[src/rtl/display_mux_scheduler.sv]
// Two-digit multiplexed seven-segment scan scheduler; define DMS_BLANK_EN to add dead-time states between digits.
// Latency: hex_out/seg_power/frame_tick are registered and change one edge after the state decision.
// Backpressure: none; en=0 freezes state and count and blanks both digits until en returns.
module display_mux_scheduler #(
    parameter int HOLD_CYCLES  = 24000,
    parameter int BLANK_CYCLES = 240
) (
    input  logic       clock,
    input  logic       reset,
    input  logic       en,
    input  logic [3:0] s1,
    input  logic [3:0] s2,
    output logic [3:0] hex_out,
    output logic [1:0] seg_power,
    output logic       frame_tick
);

    localparam int CNT_MAX = (HOLD_CYCLES > BLANK_CYCLES) ? HOLD_CYCLES : BLANK_CYCLES;
    localparam int CW      = $clog2(CNT_MAX);
    localparam logic [CW-1:0] HOLD_LAST = CW'(HOLD_CYCLES - 1);
`ifdef DMS_BLANK_EN
    localparam logic [CW-1:0] BLANK_LAST = CW'(BLANK_CYCLES - 1);
`endif

    typedef enum logic [2:0] {
        IDLE   = 3'd0,
        SHOW0  = 3'd1,
        SHOW1  = 3'd2
`ifdef DMS_BLANK_EN
        ,
        BLANK0 = 3'd3,
        BLANK1 = 3'd4
`endif
    } state_t;

    state_t        state;
    state_t        state_nxt;
    logic [CW-1:0] cnt;
    logic [CW-1:0] cnt_nxt;
    logic [3:0]    hex_nxt;
    logic [1:0]    seg_nxt;
    logic          tick_nxt;

    always_comb begin
        state_nxt = state;
        cnt_nxt   = cnt;
        hex_nxt   = hex_out;
        seg_nxt   = 2'b11;
        tick_nxt  = 1'b0;

        if (en) begin
            case (state)
                IDLE: state_nxt = SHOW0;
                SHOW0: begin
                    if (cnt == HOLD_LAST) begin
`ifdef DMS_BLANK_EN
                        state_nxt = BLANK0;
`else
                        state_nxt = SHOW1;
`endif
                    end
                end
`ifdef DMS_BLANK_EN
                BLANK0: begin
                    if (cnt == BLANK_LAST) state_nxt = SHOW1;
                end
                SHOW1: begin
                    if (cnt == HOLD_LAST) state_nxt = BLANK1;
                end
                BLANK1: begin
                    if (cnt == BLANK_LAST) begin
                        state_nxt = SHOW0;
                        tick_nxt  = 1'b1;
                    end
                end
`else
                SHOW1: begin
                    if (cnt == HOLD_LAST) begin
                        state_nxt = SHOW0;
                        tick_nxt  = 1'b1;
                    end
                end
`endif
                default: state_nxt = IDLE;
            endcase

            // Terminal compare wins over increment, so the counter never wraps.
            if (state_nxt != state) begin
                cnt_nxt = '0;
                if (state_nxt == SHOW0) hex_nxt = s1;
                if (state_nxt == SHOW1) hex_nxt = s2;
            end else begin
                cnt_nxt = cnt + CW'(1);
            end

            // Resuming after an en gap restores the digit enable without re-latching the value.
            case (state_nxt)
                SHOW0:   seg_nxt = 2'b10;
                SHOW1:   seg_nxt = 2'b01;
                default: seg_nxt = 2'b11;
            endcase
        end
    end

    always_ff @(posedge clock or negedge reset) begin
        if (!reset) begin
            state      <= IDLE;
            cnt        <= '0;
            hex_out    <= 4'h0;
            seg_power  <= 2'b11;
            frame_tick <= 1'b0;
        end else begin
            state      <= state_nxt;
            cnt        <= cnt_nxt;
            hex_out    <= hex_nxt;
            seg_power  <= seg_nxt;
            frame_tick <= tick_nxt;
        end
    end

endmodule

[config.mk]
export PLATFORM = sky130hd
export DESIGN_NAME = display_mux_scheduler
export DESIGN_NICKNAME = d
export VERILOG_FILES = /design/src/rtl/display_mux_scheduler.sv
export SDC_FILE = /design/constraint.sdc
export NUM_CORES = 1
export LEC_CHECK = 0
export BUFFER_PORTS_ARGS = -buffer_cell sky130_fd_sc_hd__buf_2
export CAP_MARGIN = 20
export CELL_PAD_IN_SITES_DETAIL_PLACEMENT = 1
export CELL_PAD_IN_SITES_GLOBAL_PLACEMENT = 1
export CORE_MARGIN = 5
export CORE_UTILIZATION = 49
export CTS_BUF_LIST = sky130_fd_sc_hd__clkbuf_4 sky130_fd_sc_hd__clkbuf_8
export DETAILED_ROUTE_END_ITERATION = 8
export PLACE_DENSITY = 0.86
export SYNTH_ARGS = -nofsm -noshare
export SYNTH_HDL_FRONTEND = slang
export SYNTH_SLANG_ARGS = --single-unit
[constraint.sdc]
create_clock -name clock -period 7.3 [get_ports clock]
set_input_delay 0.73 -clock clock [delete_from_list [all_inputs] [get_ports clock]]
set_output_delay 0.73 -clock clock [all_outputs]
set_load 0.005 [all_outputs]
==> results.txt, run 1 <==
status = complete, no violations
postcts setup bufs = 0
global-route wire length before repair = 6200 um
clock sink total = 25
DRT antenna net count = 0
Sequential Area = 628 um^2
WP data required = 7.57 ns
Core Box Area = 0.00298 mm^2
grt peak-use layer = met2
Ys Warns = 0
slew margin rel. = 37.5%
Post-synth EDFFs = 0
fraction of layout cells with a size suffix above 1 = 20.3%
TritonRoute pass-1 iters = 4
Maximum Capacitance Violations = 0
post-synthesis sequential area ratio = 42.0%
H-Tree Depth = 1
Power Density = 197 mW/mm^2
met3 usage in global routing = 3.42%
vias = 1225
CP Capture Type = flop
CTS clk-pin slew, worst paths = 0.14 ns
final instance count without filler cells = 205
gr usage total = 19.0%
syn avg cell area = 9.46 um^2
vias in the first global route = 1286
syn nets = 170
count of cell types in the netlist = 40
DRT Wirelength = 3680 um
crit-path max FO = 15
Hold Slack = 0.371 ns
Worst EP arrival = 2.95 ns
synth top area cells = dfrtp_1 38%, o31ai_1 5.0%, nand3_1 4.0%
Remaining DRCs = 0
cells on worst reg2reg path = 5
critical path class = reg2reg
final instance area = 0.00162 mm^2
CTS buffer count = 3
ant diodes = 0
1st-iter DRT viols = 72
nets = 185
Post-Syn Area = 0.00150 mm^2
Initial Util = 50.2%
GR Util met2 = 32.1%
vias per cell = 5.98
Core Util, Final = 54.5%
largest net degree at the start of global routing = 26
Die Y = 65.2 um
Port Buf Inserts = 17
Synth top area share = 38.5%
post-synth top area cell = dfrtp_1
routability cong. = 0.863
Async SR Flop Fraction = 100%
Final Max Tran Viols = 0
worst hold path class = in2async
TritonCTS clock tree = done
post-cts sizing count = 0
CTS root buf = clkbuf_4
Fin. Hold Viols = 0
Critical Path Start Type = flop
Worst-Margin Slew = 0.930 ns
fmax = 374 MHz
met1 usage = 24.3%
cts hold-fix bufs = 0
Final Critical Period = 2.68 ns
HPWL after DPL = 2670 um
final critical-path share of the clock period = 36.7%
Main synth FF type = dfrtp_1
Worst Clk Skew = 0.00419 ns
wire per inst = 17.9 um
Peak supply drop = 0.0000970 V
clk_lat worst skew = 0.32 ns
Clock Tree Buf Depth = 2
Rows = 20
Synth Instances = 158
power consumption = 0.320 mW
placed cells = 201
setup TNS = 0 ns
initial antenna violation count = 0
Place WS = 4.72 ns
grt total ovfl = 0
io pins = 18
DIE WIDTH = 65.2 um
Placed Area = 0.00159 mm^2
P_leak = 0.711 nW
Synth Register Bits = 25
post-synthesis to final-layout area growth = 8.62%
area of the multi-input gates = 828 um^2
setup violators final = 0
unrepaired setup endpoints after global routing = no
Fillers = 362
final setup margin = 4.62 ns
die area = 0.00426 mm^2
[cell usage after synthesis (all sizes together) (2+ instances only)]
cell,n
dfrtp,23
nand2,15
nor2,13
nand3,12
o31ai,10
nand2b,7
o21ai,6
xor2,6
clkbuf,5
mux2,5
nand3b,5
a211oi,4
mux2i,4
nor2b,4
nor3b,4
inv,3
nand4,3
nor4,3
a31oi,2
and2,2
and3,2
buf,2
dfstp,2
o41ai,2
xnor2,2
[metal layers]
metal | vias up | share of wire (%)
met3 | 6 | 2.8
met2 | 19 | 49
met1 | 601 | 46
met4 | 0 | 1.7
met5 | - | 0
li1 | 599 | -
[area by class of cell]
cell class | instances | area share [%]
clock buffers | 4 | 1.85
inverters | 3 | 0.693
multi-input cells | 123 | 51.0
flip-flops and latches | 25 | 38.7
well taps | 33 | 2.54
repair buffers | 17 | 5.24
[logic make-up after synthesis]
group	count (synthesis)	synth area share [%]
AO/OA/AOI/OAI	28	13.2
multiplexers	9	6.44
XOR/XNOR	8	4.69
buffers and inverters	10	2.59
AND/OR/NAND/NOR	76	29.5
adder cells (fa/ha/maj)	2	1.59
flip-flops	25	42.0
[critical path: stages, from the launching register on]
cell	delay (ns)
dfrtp_1	0.48
or4b_4	0.61
nor4_4	0.84
o31ai_1	0.20
a211oi_1	0.31
mux2_2	0.20
[cell usage in the layout, fill, tap and decap left out, types with 3 or more instances in the layout]
cell      count
a211oi_1      4
buf_2        17
clkbuf_4      4
dfrtp_1      23
inv_1         3
mux2_2        5
mux2i_1       4
nand2_1      15
nand2b_1      7
nand3_1      12
nand3b_1      5
nand4_1       3
nor2_1       12
nor2b_1       4
nor3b_1       4
o21ai_0       6
o31ai_1      10
xor2_1        6
[worst paths after layout]
check                                       startpoint                      to  slack (ns)
min in group clock              hex_out[0]$_DFFE_PN0P_  hex_out[0]$_DFFE_PN0P_        0.52
worst min register to register  hex_out[0]$_DFFE_PN0P_  hex_out[0]$_DFFE_PN0P_        0.52
worst max-delay path                cnt[6]$_DFFE_PN0P_  hex_out[1]$_DFFE_PN0P_        4.62
worst min-delay path                             reset    state[1]$_DFFE_PN0P_        0.37
max in group asynchronous                        reset  seg_power[0]$_DFF_PN1_        6.56
worst max register to register      cnt[6]$_DFFE_PN0P_  hex_out[1]$_DFFE_PN0P_        4.62
[sequential cells by signal, indices dropped and copies added, names as in the netlist]
register    cells
frame_tick      1
cnt            15
seg_power       2
state           3
hex_out         4
[report_power, final]
group | leakage (nW) | switching, mW | internal, mW
clock | 0.0184 | 0.0421 | 0.0251
sequential | 0.314 | 0.0245 | 0.162
combinational | 0.379 | 0.0351 | 0.0319
(Power assumes the default switching activity.)
==> run 2, diff against run 1 <==
ABC_AREA = 1   (was unset)
CORE_UTILIZATION = 39   (was 49)
PLACE_DENSITY = 0.77   (was 0.86)
clock period = 2.4 ns   (was 7.3 ns; I/O delays follow)
==> run 2 against run 1 <==
  * Combinational power grew to 3.3 times the previous value
  * Cell area shrank 0.31%
  * Die area grew 17%
  * Register-to-register slack lost 3.8 ns
  * Worst hold slack lost 0.069 ns
  * First-iteration DRC count shrank 33%
  * Critical path type unchanged
  * Critical endpoint is now cnt[10]$_DFFE_PN0P_
  * Largest cell class unchanged
==> results.txt, run 2 <==
CTS buffer count = 3 (unchanged)
Worst-Margin Slew = 0.578 ns (-0.352 ns)
count of cell types in the netlist = 27 (-33%)
cells on worst reg2reg path = 8 (+3)
Remaining DRCs = 0 (unchanged)
r2r startpoint = cnt[1]$_DFFE_PN0P_
P_leak = 0.763 nW (+7.2%)
H-Tree Depth = 1 (unchanged)
fraction of layout cells with a size suffix above 1 = 20.3% (-0.059 points)
fmax = 622 MHz (+67%)
CTS clk-pin slew, worst paths = 0.09 ns (-0.05 ns)
Async SR Flop Fraction = 100% (unchanged)
DIE WIDTH = 70.5 um (+8.1%)
post-synthesis sequential area ratio = 44.0% (+1.9 points)
most numerous cell in the Yosys netlist = nand2_1
unrepaired setup endpoints after global routing = no
DRT Wirelength = 3580 um (-2.7%)
nets = 220 (+19%)
HP Start = s1[2]
Peak supply drop = 0.000240 V (+150%)
wire per inst = 14.0 um (-22%)
Core Util, Final = 44.9% (-9.6 points)
Maximum Capacitance Violations = 0 (unchanged)
postcts setup bufs = 0 (unchanged)
P_sw = 0.319 mW (+210%)
Synth top area share = 40.3% (+1.8 points)
setup TNS = 0 ns (unchanged)
slew margin rel. = 61.5% (+24 points)
Ys Warns = 0 (unchanged)
TritonCTS clock tree = done
syn nets = 199 (+17%)
Synth Instances = 187 (+18%)
biggest regs = cnt: 15 flops, hex_out: 4 flops, state: 3 flops
Critical Path Start Type = flop
RR Endpoint = cnt[10]$_DFFE_PN0P_
DRT antenna net count = 0 (unchanged)
Initial Util = 39.6% (-11 points)
Power Internal = 0.681 mW (+210%)
CTS root buf = clkbuf_8
worst hold path class = in2reg
Die Y = 70.5 um (+8.1%)
switch share = 31.9% (+0.20 points)
Worst Clk Skew = 0.00907 ns (+0.00488 ns)
Post-Syn Area = 0.00143 mm^2 (-4.4%)
initial antenna violation count = 0 (unchanged)
Logic pwr share = 22.2% (+1.3 points)
Synth Register Bits = 25 (unchanged)
Core Box Area = 0.00361 mm^2 (+21%)
final critical-path share of the clock period = 66.9% (+30 points)
clk_lat worst skew = 0.27 ns (-0.05 ns)
syn avg cell area = 7.64 um^2 (-19%)
largest net degree at the start of global routing = 26 (unchanged)
vias = 1312 (+7.1%)
clock sink total = 25 (unchanged)
post-synth top area cell = dfrtp_1
vias per cell = 5.15 (-14%)
hold-critical path depth = 5
power consumption = 1.00 mW (+210%)
gr usage total = 15.7% (-3.3 points)
synth top area cells = dfrtp_1 40%, nand2_1 9.5%, nand3_1 7.4%
1st-iter DRT viols = 48 (-33%)
ant diodes = 0 (unchanged)
most instantiated cells after synthesis = 36 x nand2_1, 26 x inv_1, 23 x dfrtp_1
vias in the first global route = 1402 (+9.0%)
reg-to-reg slack, setup = 0.79 ns (-3.83 ns)
Port Buf Inserts = 17 (unchanged)
Clock Tree Buf Depth = 2 (unchanged)
most frequent cells in the layout = 36 x nand2_1, 26 x inv_1, 23 x dfrtp_1
die area = 0.00497 mm^2 (+17%)
Most flops, register = cnt
global-route wire length before repair = 6330 um (+2.0%)
Rows = 22 (+10%)
routability cong. = 0.763 (-12%)
Main synth FF type = dfrtp_1
critical path launch point = cnt[1]$_DFFE_PN0P_
WP data required = 2.57 ns (-5.00 ns)
status = complete, no violations
max reg flops = 15 (unchanged)
io pins = 18 (unchanged)
setup violators final = 0 (unchanged)
Hold Path Sink = hex_out[2]$_DFFE_PN0P_
most common library cell in the layout ignoring fill and taps = nand2_1
Final Critical Period = 1.61 ns (-1.07 ns)
Fin. Hold Viols = 0 (unchanged)
Power Density = 617 mW/mm^2 (+210%)
Worst EP arrival = 1.78 ns (-1.17 ns)
CP Capture Type = flop
TritonRoute pass-1 iters = 4 (unchanged)
grt total ovfl = 0 (unchanged)
Hold Slack = 0.302 ns (-0.0692 ns)
Seq pwr share = 52.3% (-5.8 points)
crit-path max FO = 4 (-11)
HPWL after DPL = 2890 um (+7.9%)
Final Max Tran Viols = 0 (unchanged)
Post-synth EDFFs = 0 (unchanged)
critical path class = reg2reg
post-synthesis to final-layout area growth = 13.3%
Clk network pwr share = 25.5% (+4.5 points)
-- run 2: changes by cell type after synthesis, sizes merged, moves of 5 or more --
cell and delta:
nand2 +27, inv +26, nand3 +12, o31ai -9, a21oi +8, nand2b -7, nand4 +7, nor2 +7
nor3 +7, o21ai +6, mux2 -5, nand3b -5, xor2 -5
-- run 2: power by group through the flow --
| stage | combinational (mW) | clock [mW] | sequential [mW] |
|---|---|---|---|
| after floorplan | 0.136 | 0 | 0.525 |
| after global placement | 0.215 | 0 | 0.526 |
| after detailed placement | 0.227 | 0 | 0.529 |
| after CTS | 0.229 | 0.263 | 0.523 |
| after global routing | 0.258 | 0.275 | 0.531 |
| final | 0.222 | 0.255 | 0.523 |
-- run 2: per-stage QoR --
step	cell area (um^2)	worst slack, ns	std cells
after global placement	1560	0.866	250
after detailed placement	1560	0.778	250
after floorplan	1430	1.04	187
after global routing	1620	0.625	255
after CTS	1620	0.776	255
final	1620	0.793	255
-- run 2: how the worst max path moves through the flow --
| stage | end |
|---|---|
| finish | cnt[10]$_DFFE_PN0P_ |
| global route | cnt[10]$_DFFE_PN0P_ |
| CTS | cnt[10]$_DFFE_PN0P_ |
| detailed placement | cnt[10]$_DFFE_PN0P_ |
| global placement | cnt[12]$_DFFE_PN0P_ |
| floorplan | cnt[10]$_DFFE_PN0P_ |
-- run 2: cell families (layout without fill, tap and decap cells) --
kind of cell	count (synthesis)	in the layout	share of synthesized area [%]
buffers and inverters	33	53	9.02
and+or+nand+nor	105	105	37.7
DFF	25	25	44.0
adders and majority gates	1	1	0.876
AOI/OAI and AO/OA	22	22	7.88
xor gates and xnor gates	1	1	0.613
-- run 2: metal layers --
layer  track usage, %  part of all wire (%)  vias to the layer above
met5                0                     0                        -
met4             4.38                   1.3                        0
met3             2.27                   2.7                        5
met2             28.2                    52                       19
met1             19.6                    44                      638
li1                 -                     -                      650
-- run 2: critical path, stage by stage, from the launching register on --
cell and delay, ns:
dfrtp_1 0.38, ha_1 0.24, nand3_2 0.15, nor2_2 0.19
nand3_1 0.18, clkinv_1 0.10, nand3_1 0.08, o21ai_1 0.14
a21oi_1 0.05
-- run 2: final cells by class --
cell class                 instances  area, um^2
fill                             470        1990
multi-input combinational        129         672
sequential                        25         628
inverter                          31         118
timing repair buffer              18        95.1
tap                               48        60.1
clock buffer                       3        41.3
clock inverter                     1        5.00
-- run 2: what timing repair did --
action / CTS / global route
endpoints found under the hold margin: 23 / 0
setup endpoints to repair: 0 / 0
gates resized for setup: 0 / 0
hold buffers: 1 / 0
==> run 3, diff against run 2 <==
CORE_UTILIZATION = 43   (was 39)
PLACE_DENSITY = 0.8   (was 0.77)
clock period = 1.59 ns   (was 2.4 ns; I/O delays follow)
==> run 3 against run 2 <==
  * Clock power up 19%
  * First-iteration DRC count is 40% higher
  * Largest power group unchanged
  * Clock skew up 0.0033 ns
  * Wire length increased by 11%
  * Critical path depth is the same
  * Utilization rose by 8.1 points
  * Non-clock buffer count is 10 higher
  * Combinational power is 81% higher
  * Die area decreased by 8.0%
  * Setup slack lost 0.76 ns
  * Largest cell class unchanged
  * Cell area rose by 7.6%
  * Maximum frequency grew 3.3%
==> results.txt, run 3 (synthesis results as in run 2) <==
Worst-Margin Slew = 0.579 ns (+0.00159 ns)
hold-critical path depth = 2 (-3)
status = complete, no violations
Clk network pwr share = 20.2% (-5.3 points)
CP Capture Type = flop
global-route wire length before repair = 6450 um (+2.0%)
HPWL after DPL = 2920 um (+1.3%)
setup violators final = 0 (unchanged)
slew margin rel. = 61.4% (-0.11 points)
unrepaired setup endpoints after global routing = yes
Power Density = 861 mW/mm^2 (+39%)
Peak supply drop = 0.000558 V (+130%)
clk_lat worst skew = 0.34 ns (+0.07 ns)
WP data required = 1.82 ns (-0.75 ns)
Rows = 21 (-4.5%)
HP Start = en
most common library cell in the layout ignoring fill and taps = nand2_1
ant diodes = 0 (unchanged)
routability cong. = 0.825 (+8.1%)
nets = 230 (+4.5%)
1st-iter DRT viols = 67 (+40%)
Initial Util = 43.5% (+3.9 points)
final critical-path share of the clock period = 97.9% (+31 points)
P_sw = 0.513 mW (+61%)
vias in the first global route = 1428 (+1.9%)
Logic pwr share = 26.8% (+4.6 points)
TritonRoute pass-1 iters = 4 (unchanged)
Worst EP arrival = 1.78 ns (about the same)
CTS clk-pin slew, worst paths = 0.15 ns (+0.06 ns)
H-Tree Depth = 1 (unchanged)
Seq pwr share = 53.0% (+0.7 points)
CTS buffer count = 3 (unchanged)
Final Critical Period = 1.56 ns (-0.0507 ns)
io pins = 18 (unchanged)
fmax = 643 MHz (+3.3%)
crit-path max FO = 4 (unchanged)
Hold Path Sink = cnt[11]$_DFFE_PN0P_
wire per inst = 15.1 um (+7.4%)
Die Y = 67.6 um (-4.1%)
Clock Tree Buf Depth = 2 (unchanged)
clock sink total = 25 (unchanged)
cells on worst reg2reg path = 8 (unchanged)
Fin. Hold Viols = 0 (unchanged)
Worst Clk Skew = 0.0123 ns (+0.00327 ns)
vias per cell = 5.19 (+0.80%)
CTS root buf = clkbuf_4
DIE WIDTH = 67.6 um (-4.1%)
reg-to-reg slack, setup = 0.03 ns (-0.76 ns)
DRT antenna net count = 0 (unchanged)
vias = 1364 (+4.0%)
Hold Slack = 0.144 ns (-0.158 ns)
critical path class = reg2reg
Core Box Area = 0.00328 mm^2 (-8.9%)
gr usage total = 19.0% (+3.3 points)
RR Endpoint = cnt[10]$_DFFE_PN0P_
worst hold path class = in2reg
final instance count without filler cells = 263 (+3.1%)
initial antenna violation count = 0 (unchanged)
post-synthesis to final-layout area growth = 21.9%
TritonCTS clock tree = done
max reg flops = 15 (unchanged)
r2r startpoint = cnt[0]$_DFFE_PN0P_
Final Max Tran Viols = 0 (unchanged)
P_leak = 0.803 nW (+5.3%)
Port Buf Inserts = 17 (unchanged)
die area = 0.00458 mm^2 (-8.0%)
placed cells = 252 (+0.80%)
Maximum Capacitance Violations = 0 (unchanged)
Power Internal = 0.987 mW (+45%)
biggest regs = cnt: 15 flops, hex_out: 4 flops, state: 3 flops
most frequent cells in the layout = 36 x nand2_1, 25 x inv_1, 21 x dfrtp_1
Most flops, register = cnt
fraction of layout cells with a size suffix above 1 = 28.6% (+8.3 points)
Remaining DRCs = 0 (unchanged)
largest net degree at the start of global routing = 26 (unchanged)
grt total ovfl = 0 (unchanged)
switch share = 34.2% (+2.3 points)
Core Util, Final = 53.0% (+8.1 points)
Critical Path Start Type = flop
DRT Wirelength = 3960 um (+11%)
[run 3: final cells by class]
class	instances	area, um^2
clock inverters	1	5.00
fillers	423	1540
multi-input cells	129	738
clock buffers	3	22.5
flip-flops and latches	25	631
well taps	46	57.6
repair buffers	28	170
inverters	31	118
[run 3: what timing repair did]
item,4_1_cts,5_1_grt
setup endpoints to repair,3,19
setup buffers,0,6
hold buffers,1,0
hold endpoints to repair,23,0
gates resized for setup,3,13
pin swaps,0,2
[run 3: power by group through the flow]
| stage | Clock (mW) | Sequential, mW | Combinational, mW |
|---|---|---|---|
| detailed placement | 0 | 0.796 | 0.351 |
| global route | 0.344 | 0.805 | 0.452 |
| finish | 0.304 | 0.795 | 0.402 |
| CTS | 0.305 | 0.784 | 0.358 |
| global placement | 0 | 0.791 | 0.330 |
| floorplan | 0 | 0.793 | 0.205 |
[run 3: worst max-delay path by stage]
stage,from,to,cells past startpoint
floorplan,cnt[0]$_DFFE_PN0P_,cnt[10]$_DFFE_PN0P_,8
global placement,cnt[0]$_DFFE_PN0P_,cnt[12]$_DFFE_PN0P_,8
detailed placement,cnt[1]$_DFFE_PN0P_,cnt[12]$_DFFE_PN0P_,8
CTS,cnt[1]$_DFFE_PN0P_,cnt[10]$_DFFE_PN0P_,8
global route,cnt[1]$_DFFE_PN0P_,cnt[9]$_DFFE_PN0P_,7
finish,cnt[0]$_DFFE_PN0P_,cnt[10]$_DFFE_PN0P_,8
[run 3: stage by stage]
step	worst slack, ns	total power, mW	cell area, um^2	setup TNS [ns]
6_report	0.0341	1.50	1740	0
3_5_place_dp	-0.0494	1.15	1590	-0.124
3_3_place_gp	0.130	1.12	1590	0
5_1_grt	-0.157	1.60	1740	-0.365
4_1_cts	0.00695	1.45	1640	0
2_1_floorplan	0.228	0.998	1430	0
[run 3: critical path: stages, from the launching register on]
cell and delay, ns:
dfrtp_1 0.45, ha_4 0.19, nand3_4 0.10, nor2_4 0.18
nand3_4 0.10, clkinv_1 0.07, nand3_1 0.13, o21ai_2 0.17
a21oi_1 0.06
[run 3: routing by layer]
layer	up-vias	share of wire [%]	global-route usage (%)
met5	-	0	0
li1	667	-	-
met2	21	53	35.4
met4	0	1.5	6.84
met3	7	2.4	2.83
met1	669	43	21.5
